===== src/rtl/can_tx_pkg.sv =====
// can_tx_pkg: shared types and constants for the CAN transmit mailbox scheduler.
package can_tx_pkg;

  localparam int N_MB          = 4;
  localparam int ID_W          = 11;
  localparam int SEL_W         = 2;
  localparam int RETRY_MAX_DEF = 8;

  typedef enum logic [0:0] {
    ST_IDLE   = 1'b0,
    ST_ACTIVE = 1'b1
  } tx_state_e;

  // One-hot mailbox vector for a mailbox index.
  function automatic logic [N_MB-1:0] mb_onehot(input logic [SEL_W-1:0] idx);
    logic [N_MB-1:0] v;
    v      = '0;
    v[idx] = 1'b1;
    return v;
  endfunction

  // 4-bit saturating increment used by the retry counter.
  function automatic logic [3:0] sat_inc4(input logic [3:0] v);
    return (v == 4'hF) ? 4'hF : v + 4'h1;
  endfunction

endpackage


===== src/rtl/id_min_sel.sv =====
// id_min_sel: combinational winner selection over eligible mailboxes.
// Lowest ID wins; equal IDs resolve to the lowest mailbox index because the
// scan runs upward and only a strictly smaller ID replaces the current best.
module id_min_sel
  import can_tx_pkg::*;
(
  input  logic [N_MB-1:0]      elig,
  input  logic [N_MB*ID_W-1:0] ids,
  output logic                 valid,
  output logic [SEL_W-1:0]     win_idx,
  output logic [ID_W-1:0]      win_id
);

  // Upward scan keeping the best (lowest ID, lowest index) eligible mailbox.
  always_comb begin
    valid   = 1'b0;
    win_idx = '0;
    win_id  = '0;
    for (int i = 0; i < N_MB; i++) begin
      if (elig[i] && (!valid || (ids[i*ID_W +: ID_W] < win_id))) begin
        valid   = 1'b1;
        win_idx = SEL_W'(i);
        win_id  = ids[i*ID_W +: ID_W];
      end else begin
        // current best is kept
      end
    end
  end

endmodule


===== src/rtl/tx_mbox_sched.sv =====
// tx_mbox_sched: four-mailbox CAN transmit scheduler.
// Picks the lowest-ID eligible mailbox when the bus is idle, holds the request
// to the frame transmitter until the attempt ends, and reports per-mailbox
// completion (mb_done) or failure (mb_fail) with one-cycle pulses.
// Optional feature: define TX_RETRY_LIMIT_EN to fail a mailbox after RETRY_MAX
// error-aborted attempts; without it retransmission is unlimited.
module tx_mbox_sched
  import can_tx_pkg::*;
#(
  parameter int RETRY_MAX = RETRY_MAX_DEF
) (
  input  logic                 clk,
  input  logic                 g_rst,
  input  logic [N_MB-1:0]      mb_req,
  input  logic [N_MB*ID_W-1:0] mb_id,
  input  logic [N_MB-1:0]      mb_abort,
  input  logic                 bus_idle,
  input  logic                 bus_off_sts,
  input  logic                 tx_ok,
  input  logic                 arb_lost,
  input  logic                 abort_dt_rm_tx,
  output logic                 dt_rm_frm_tx,
  output logic [SEL_W-1:0]     tx_sel,
  output logic [ID_W-1:0]      tx_id,
  output logic [N_MB-1:0]      mb_done,
  output logic [N_MB-1:0]      mb_fail
);

  // The retry counter is 4 bits wide, so the limit must fit 1..15.
  if ((RETRY_MAX < 1) || (RETRY_MAX > 15)) begin : g_bad_retry_max
    $error("tx_mbox_sched: RETRY_MAX must be within 1..15");
  end

  tx_state_e        state_r, state_nxt_s;
  logic [SEL_W-1:0] tx_sel_r, sel_nxt_s;
  logic [ID_W-1:0]  tx_id_r, id_nxt_s;
  logic             dt_r;
  logic [N_MB-1:0]  done_r, done_nxt_s;
  logic [N_MB-1:0]  fail_r, fail_nxt_s;
  logic [N_MB-1:0]  mask_r, mask_set_s, mask_nxt_s;
  logic [N_MB-1:0]  elig_s;
  logic             win_vld_s;
  logic [SEL_W-1:0] win_idx_s;
  logic [ID_W-1:0]  win_id_s;

`ifdef TX_RETRY_LIMIT_EN
  localparam logic [3:0] RETRY_LIM = 4'(RETRY_MAX);
  logic [3:0] retry_r, retry_nxt_s, retry_inc_s;
  assign retry_inc_s = sat_inc4(retry_r);
`endif

  assign elig_s = mb_req & ~mb_abort & ~mask_r;

  id_min_sel u_id_min_sel (
    .elig    (elig_s),
    .ids     (mb_id),
    .valid   (win_vld_s),
    .win_idx (win_idx_s),
    .win_id  (win_id_s)
  );

  // A served or failed mailbox stays masked until the host drops its request.
  assign mask_nxt_s = (mask_r & mb_req) | mask_set_s;

  // Next-state, latch and pulse decode; bus-off > error abort > tx_ok > arb_lost.
  always_comb begin
    state_nxt_s = state_r;
    sel_nxt_s   = tx_sel_r;
    id_nxt_s    = tx_id_r;
    done_nxt_s  = '0;
    fail_nxt_s  = '0;
    mask_set_s  = '0;
`ifdef TX_RETRY_LIMIT_EN
    retry_nxt_s = retry_r;
`endif
    case (state_r)
      ST_IDLE: begin
        if (bus_idle && !bus_off_sts && win_vld_s) begin
          state_nxt_s = ST_ACTIVE;
          sel_nxt_s   = win_idx_s;
          id_nxt_s    = win_id_s;
`ifdef TX_RETRY_LIMIT_EN
          if (win_idx_s != tx_sel_r) begin
            retry_nxt_s = 4'h0;
          end else begin
            retry_nxt_s = retry_r;
          end
`endif
        end else begin
          state_nxt_s = ST_IDLE;
        end
      end
      ST_ACTIVE: begin
        if (bus_off_sts) begin
          state_nxt_s = ST_IDLE;
`ifdef TX_RETRY_LIMIT_EN
          retry_nxt_s = 4'h0;
`endif
        end else if (abort_dt_rm_tx) begin
          state_nxt_s = ST_IDLE;
`ifdef TX_RETRY_LIMIT_EN
          if (mb_abort[tx_sel_r] || (retry_inc_s >= RETRY_LIM)) begin
            fail_nxt_s  = mb_onehot(tx_sel_r);
            mask_set_s  = mb_onehot(tx_sel_r);
            retry_nxt_s = 4'h0;
          end else begin
            retry_nxt_s = retry_inc_s;
          end
`else
          if (mb_abort[tx_sel_r]) begin
            fail_nxt_s = mb_onehot(tx_sel_r);
            mask_set_s = mb_onehot(tx_sel_r);
          end else begin
            fail_nxt_s = '0;
          end
`endif
        end else if (tx_ok) begin
          state_nxt_s = ST_IDLE;
          done_nxt_s  = mb_onehot(tx_sel_r);
          mask_set_s  = mb_onehot(tx_sel_r);
`ifdef TX_RETRY_LIMIT_EN
          retry_nxt_s = 4'h0;
`endif
        end else if (arb_lost) begin
          state_nxt_s = ST_IDLE;
          if (mb_abort[tx_sel_r]) begin
            fail_nxt_s = mb_onehot(tx_sel_r);
            mask_set_s = mb_onehot(tx_sel_r);
          end else begin
            fail_nxt_s = '0;
          end
        end else begin
          state_nxt_s = ST_ACTIVE;
        end
      end
      default: begin
        state_nxt_s = ST_IDLE;
      end
    endcase
  end

  // State, latched winner, masks and registered output pulses.
  always_ff @(posedge clk or posedge g_rst) begin
    if (g_rst) begin
      state_r  <= ST_IDLE;
      tx_sel_r <= '0;
      tx_id_r  <= '0;
      dt_r     <= 1'b0;
      done_r   <= '0;
      fail_r   <= '0;
      mask_r   <= '0;
    end else begin
      state_r  <= state_nxt_s;
      tx_sel_r <= sel_nxt_s;
      tx_id_r  <= id_nxt_s;
      dt_r     <= (state_nxt_s == ST_ACTIVE);
      done_r   <= done_nxt_s;
      fail_r   <= fail_nxt_s;
      mask_r   <= mask_nxt_s;
    end
  end

`ifdef TX_RETRY_LIMIT_EN
  // Error-abort retry counter for the currently latched mailbox.
  always_ff @(posedge clk or posedge g_rst) begin
    if (g_rst) begin
      retry_r <= 4'h0;
    end else begin
      retry_r <= retry_nxt_s;
    end
  end
`endif

  assign dt_rm_frm_tx = dt_r;
  assign tx_sel       = tx_sel_r;
  assign tx_id        = tx_id_r;
  assign mb_done      = done_r;
  assign mb_fail      = fail_r;

endmodule

===== config.mk =====
export PLATFORM = sky130hd
export DESIGN_NAME = tx_mbox_sched
export DESIGN_NICKNAME = d
export VERILOG_FILES = /design/src/rtl/can_tx_pkg.sv /design/src/rtl/id_min_sel.sv /design/src/rtl/tx_mbox_sched.sv
export SDC_FILE = /design/constraint.sdc
export NUM_CORES = 1
export LEC_CHECK = 0
export BUFFER_PORTS_ARGS = -buffer_cell sky130_fd_sc_hd__buf_2
export CORE_MARGIN = 2
export CORE_UTILIZATION = 52
export CTS_CLUSTER_SIZE = 16
export DETAILED_ROUTE_END_ITERATION = 10
export GPL_ROUTABILITY_DRIVEN = 1
export HOLD_SLACK_MARGIN = 0.1
export MAX_ROUTING_LAYER = met4
export PLACE_DENSITY = 0.91
export SYNTH_ARGS = -nofsm -noshare
export SYNTH_HDL_FRONTEND = slang
export SYNTH_SLANG_ARGS = --single-unit

===== constraint.sdc =====
create_clock -name clk -period 7.25 [get_ports clk]
set_input_delay 1.45 -clock clk [delete_from_list [all_inputs] [get_ports clk]]
set_output_delay 1.45 -clock clk [all_outputs]
set_load 0.02 [all_outputs]

==> run_summary.xml <==
<?xml version="1.0" encoding="UTF-8"?>
<metrics>
  <group name="logic_synthesis">
    <metric name="yosys.cell_count.top_type" unit="">sky130_fd_sc_hd__ha_1</metric>
    <metric name="synth_area" unit="um2">2472</metric>
    <metric name="compound_gate_fraction_of_synth_area" unit="%">27.33</metric>
    <metric name="syn-mean-instance-area" unit="um2">9.260</metric>
    <metric name="synth_top_cell_by_area" unit="">sky130_fd_sc_hd__dfrtp_1</metric>
    <metric name="fraction_of_post_synthesis_cell_area_in_the_top_cell_type_by_area" unit="%">26.32</metric>
    <metric name="netlist-cell-type-count" unit="">53</metric>
    <metric name="synthArstFlopShare" unit="%">100.0</metric>
    <metric name="yosysWarningCount" unit="">0</metric>
    <metric name="synth_simple_gate_area_share" unit="%">20.14</metric>
    <metric name="seq_area_frac_synth" unit="%">26.32</metric>
    <metric name="synthMuxAreaShare" unit="%">6.680</metric>
    <metric name="yosys_most_used_dff" unit="">sky130_fd_sc_hd__dfrtp_1</metric>
    <metric name="synth.cells.most_frequent" unit="">sky130_fd_sc_hd__ha_1 (30), sky130_fd_sc_hd__dfrtp_1 (26), sky130_fd_sc_hd__nand2_1 (23), sky130_fd_sc_hd__a21oi_1 (14), sky130_fd_sc_hd__inv_1 (13)</metric>
    <metric name="synth.ff_latch_count" unit="">26</metric>
    <metric name="ys_top_cells_by_area" unit="">sky130_fd_sc_hd__dfrtp_1 (26%), sky130_fd_sc_hd__ha_1 (15%), sky130_fd_sc_hd__mux2_4 (4.9%)</metric>
    <metric name="synth_cells" unit="">267</metric>
    <metric name="post_synthesis_adder_cell_area_fraction" unit="%">15.18</metric>
    <metric name="number_of_flops_mapped_to_enable_cells_by_yosys" unit="">0</metric>
    <metric name="syn_nets" unit="">356</metric>
    <metric name="post_synth_xor_area_fraction" unit="%">0</metric>
    <metric name="largest_family_of_logic_cells_by_synthesized_area" unit="">compound AO/OA/AOI/OAI gates</metric>
  </group>
  <group name="clocking">
    <metric name="cts.root.buffer_cell" unit="">sky130_fd_sc_hd__clkbuf_8</metric>
    <metric name="holdBufCountCts" unit="">0</metric>
    <metric name="clkTransAtPathRegs" unit="ps">100</metric>
    <metric name="clock_latency" unit="ps">280</metric>
    <metric name="clock_tree.htree_level_count" unit="">1</metric>
    <metric name="max-clock-path-buffers" unit="">2</metric>
    <metric name="cts.sinks" unit="">26</metric>
    <metric name="tritoncts" unit="">yes</metric>
    <metric name="numCtsBuffers" unit="">3</metric>
  </group>
  <group name="power">
    <metric name="total_leakage_power" unit="uW">0.001531</metric>
    <metric name="clkPwrFrac" unit="%">21.7</metric>
    <metric name="p_sw_share" unit="%">37.22</metric>
    <metric name="max-vdd-ir-drop" unit="mV">0.09598</metric>
    <metric name="p_int" unit="uW">353.4</metric>
    <metric name="comb_power_share" unit="%">45.5</metric>
    <metric name="seq_power_share" unit="%">32.7</metric>
    <metric name="p_sw" unit="uW">209.6</metric>
    <metric name="p_per_area" unit="nW/um2">183.0</metric>
  </group>
  <group name="placed_design">
    <metric name="dp_worst_setup_slack" unit="ps">-101.8</metric>
    <metric name="placed_area" unit="um2">2964</metric>
    <metric name="numPortBuffers" unit="">80</metric>
    <metric name="dp_hpwl" unit="um">5290</metric>
    <metric name="place_inst" unit="">400</metric>
    <metric name="placer_congestion_estimate" unit="">0.9292</metric>
  </group>
  <group name="route">
    <metric name="dr_total_vias" unit="">2583</metric>
    <metric name="iteration_0_drc_count_of_the_detailed_router" unit="">301</metric>
    <metric name="routed_via_density" unit="">6.378</metric>
    <metric name="wire_per_inst" unit="um">16.85</metric>
    <metric name="drt.antenna.violating_nets" unit="">0</metric>
    <metric name="drt_first_pass_iters" unit="">5</metric>
    <metric name="drc" unit="">0</metric>
    <metric name="wl" unit="um">6824</metric>
  </group>
  <group name="floorplanning">
    <metric name="row_count" unit="">25</metric>
    <metric name="io_pins" unit="">81</metric>
    <metric name="die_area" unit="um2">5322</metric>
    <metric name="die_height" unit="um">72.96</metric>
    <metric name="die_w" unit="um">72.96</metric>
    <metric name="floorplan.initialDensity" unit="%">53.05</metric>
    <metric name="core_area" unit="um2">4661</metric>
  </group>
  <group name="final_layout">
    <metric name="layout_cell_share_with_drive_strength_beyond_1" unit="%">35.61</metric>
    <metric name="fillerInstances" unit="">357</metric>
    <metric name="design.final.nets" unit="">441</metric>
    <metric name="postLayoutCoreUtil" unit="%">66.01</metric>
    <metric name="num_antenna_cells" unit="">0</metric>
    <metric name="areaGrowthSynthToFinish" unit="%">24.44</metric>
    <metric name="fin_cells" unit="">405</metric>
    <metric name="final_area" unit="um2">3077</metric>
  </group>
  <group name="critical_path">
    <metric name="critPathMaxStageDelay" unit="ps">540</metric>
    <metric name="worst_setup_end_kind" unit="">register</metric>
    <metric name="critical_path_arrival" unit="ps">7250</metric>
    <metric name="critical_path_peak_fanout" unit="">15</metric>
    <metric name="critPathRequiredTime" unit="ps">7460</metric>
    <metric name="timing.critical_path.from_type" unit="">input port</metric>
    <metric name="cpMaxStageDelayCell" unit="">sky130_fd_sc_hd__or4_1</metric>
    <metric name="worst-setup-path-type" unit="">input port to register</metric>
  </group>
  <group name="timing">
    <metric name="setup_violations" unit="">0</metric>
    <metric name="timing.final.ws_setup" unit="ps">209.8</metric>
    <metric name="min_period_over_period" unit="%">97.11</metric>
    <metric name="slew_violations" unit="">0</metric>
    <metric name="timing.clock.skew" unit="ps">5.931</metric>
    <metric name="period_needed" unit="ps">7040</metric>
    <metric name="worst_hold_margin" unit="ps">507.1</metric>
    <metric name="finalHoldViolCount" unit="">0</metric>
    <metric name="max_freq" unit="MHz">142.0</metric>
    <metric name="max_slew_margin" unit="%">36.27</metric>
    <metric name="slew_of_the_pin_with_the_lowest_slew_margin" unit="ps">954.9</metric>
  </group>
  <group name="global_routing">
    <metric name="grt_first_pass_wirelength" unit="um">10780</metric>
    <metric name="antenna_found_initial" unit="">0</metric>
    <metric name="global_route_total_usage_across_every_layer" unit="%">25.96</metric>
    <metric name="overflow" unit="">0</metric>
    <metric name="maximum_number_of_pins_on_one_net_before_global_route_repair" unit="">27</metric>
    <metric name="vias_in_the_first_global_route" unit="">2382</metric>
  </group>
  <group name="run">
    <metric name="max_cap_viol_count" unit="">0</metric>
  </group>
  <group name="status">
    <metric name="outcome" unit="">finished, final reports clean</metric>
  </group>
  <group name="hold_path">
    <metric name="hold_class" unit="">register to register</metric>
  </group>
</metrics>
-- what timing repair did --
item	in CTS	in global routing
resized for setup	0	8
buffers inserted	0	1
setup endpoints to repair	0	13
-- final timing paths --
path	slack [ps]	from	end	cells past startpoint
setup reg to reg	1080	mask_r[0]$_DFF_PP0_	tx_id[8]$_DFFE_PP0P_	25
min in group asynchronous	1370	g_rst	mb_done[3]$_DFF_PP0_	2
hold reg to reg	510	mask_r[2]$_DFF_PP0_	mask_r[2]$_DFF_PP0_	1
setup / recovery	210	mb_abort[0]	tx_id[8]$_DFFE_PP0P_	26
hold / removal	510	mask_r[2]$_DFF_PP0_	mask_r[2]$_DFF_PP0_	1
max in group asynchronous	5290	g_rst	tx_id[0]$_DFFE_PP0P_	2
-- sequential cells by signal (all words and copies together) (netlist names) --
register / flops
dt_rm_frm_tx: 1
mb_done: 4
mb_fail: 4
tx_id: 11
tx_sel: 2
mask_r: 4
-- power by group through the flow --
stage / clock network, uW / logic, uW / registers, uW
2_1_floorplan: 0 / 142 / 210
3_3_place_gp: 0 / 239 / 186
6_report: 122 / 256 / 184
3_5_place_dp: 0 / 246 / 186
4_1_cts: 122 / 250 / 184
5_1_grt: 129 / 280 / 187
-- layout by cell type (no fill, tap or decap), types with 5 or more instances in the layout --
cell / synthesis / layout
sky130_fd_sc_hd__a21oi_1: 14 / 14
sky130_fd_sc_hd__a22oi_1: 12 / 10
sky130_fd_sc_hd__a2bb2oi_1: 11 / 11
sky130_fd_sc_hd__buf_2: 2 / 80
sky130_fd_sc_hd__buf_4: 1 / 11
sky130_fd_sc_hd__dfrtp_1: 26 / 26
sky130_fd_sc_hd__ha_1: 30 / 30
sky130_fd_sc_hd__inv_1: 13 / 13
sky130_fd_sc_hd__mux2_4: 8 / 8
sky130_fd_sc_hd__nand2_1: 23 / 23
sky130_fd_sc_hd__nand3_1: 12 / 12
sky130_fd_sc_hd__nand4_1: 5 / 5
sky130_fd_sc_hd__nor2_1: 12 / 12
sky130_fd_sc_hd__nor2b_1: 5 / 5
sky130_fd_sc_hd__nor3_1: 8 / 8
sky130_fd_sc_hd__o2111ai_1: 10 / 10
sky130_fd_sc_hd__o21ai_0: 6 / 6
sky130_fd_sc_hd__or4_1: 10 / 10
-- worst max-delay path, delay by kind of cell --
kind | cells | cell delay, ps
mux | 1 | 320
simple gates | 8 | 1880
compound gates | 9 | 1850
buf+inv | 5 | 920
fa+ha+maj | 3 | 820
-- per-layer routing --
layer / track usage, % / wire (um) / up-vias
met5: - / 0 / -
met4: 8.230 / 146 / 0
li1: - / - / 1213
met1: 34.57 / 2980 / 1210
met3: 2.901 / 455 / 19
met2: 41.41 / 3241 / 141
-- stage by stage --
stage	power (uW)	TNS [ps]
detailed placement	432.8	-793.7
floorplan	352.6	0
finish	563.0	0
global placement	425.0	0
CTS	555.3	0
global route	595.7	-16.49
-- area by class of cell --
type | count | area (um2) | share of cell area [%]
Multi-Input combinational cell | 216 | 1744 | 56.69
Sequential cell | 26 | 650.6 | 21.15
Timing Repair Buffer | 92 | 494.2 | 16.06
Tap cell | 54 | 67.56 | 2.196
Inverter | 13 | 48.80 | 1.586
Clock buffer | 3 | 41.29 | 1.342
Clock inverter | 1 | 30.03 | 0.9760
-- kinds of logic (layout without fill, tap and decap cells) --
| family | after synthesis | after routing |
|---|---|---|
| AND/OR/NAND/NOR | 90 | 90 |
| AO/OA/AOI/OAI | 85 | 85 |
| adder cells (fa/ha/maj) | 30 | 30 |
| flip-flops | 26 | 26 |
| buffers and inverters | 25 | 109 |
| multiplexers | 11 | 11 |
(Power assumes the default switching activity.)
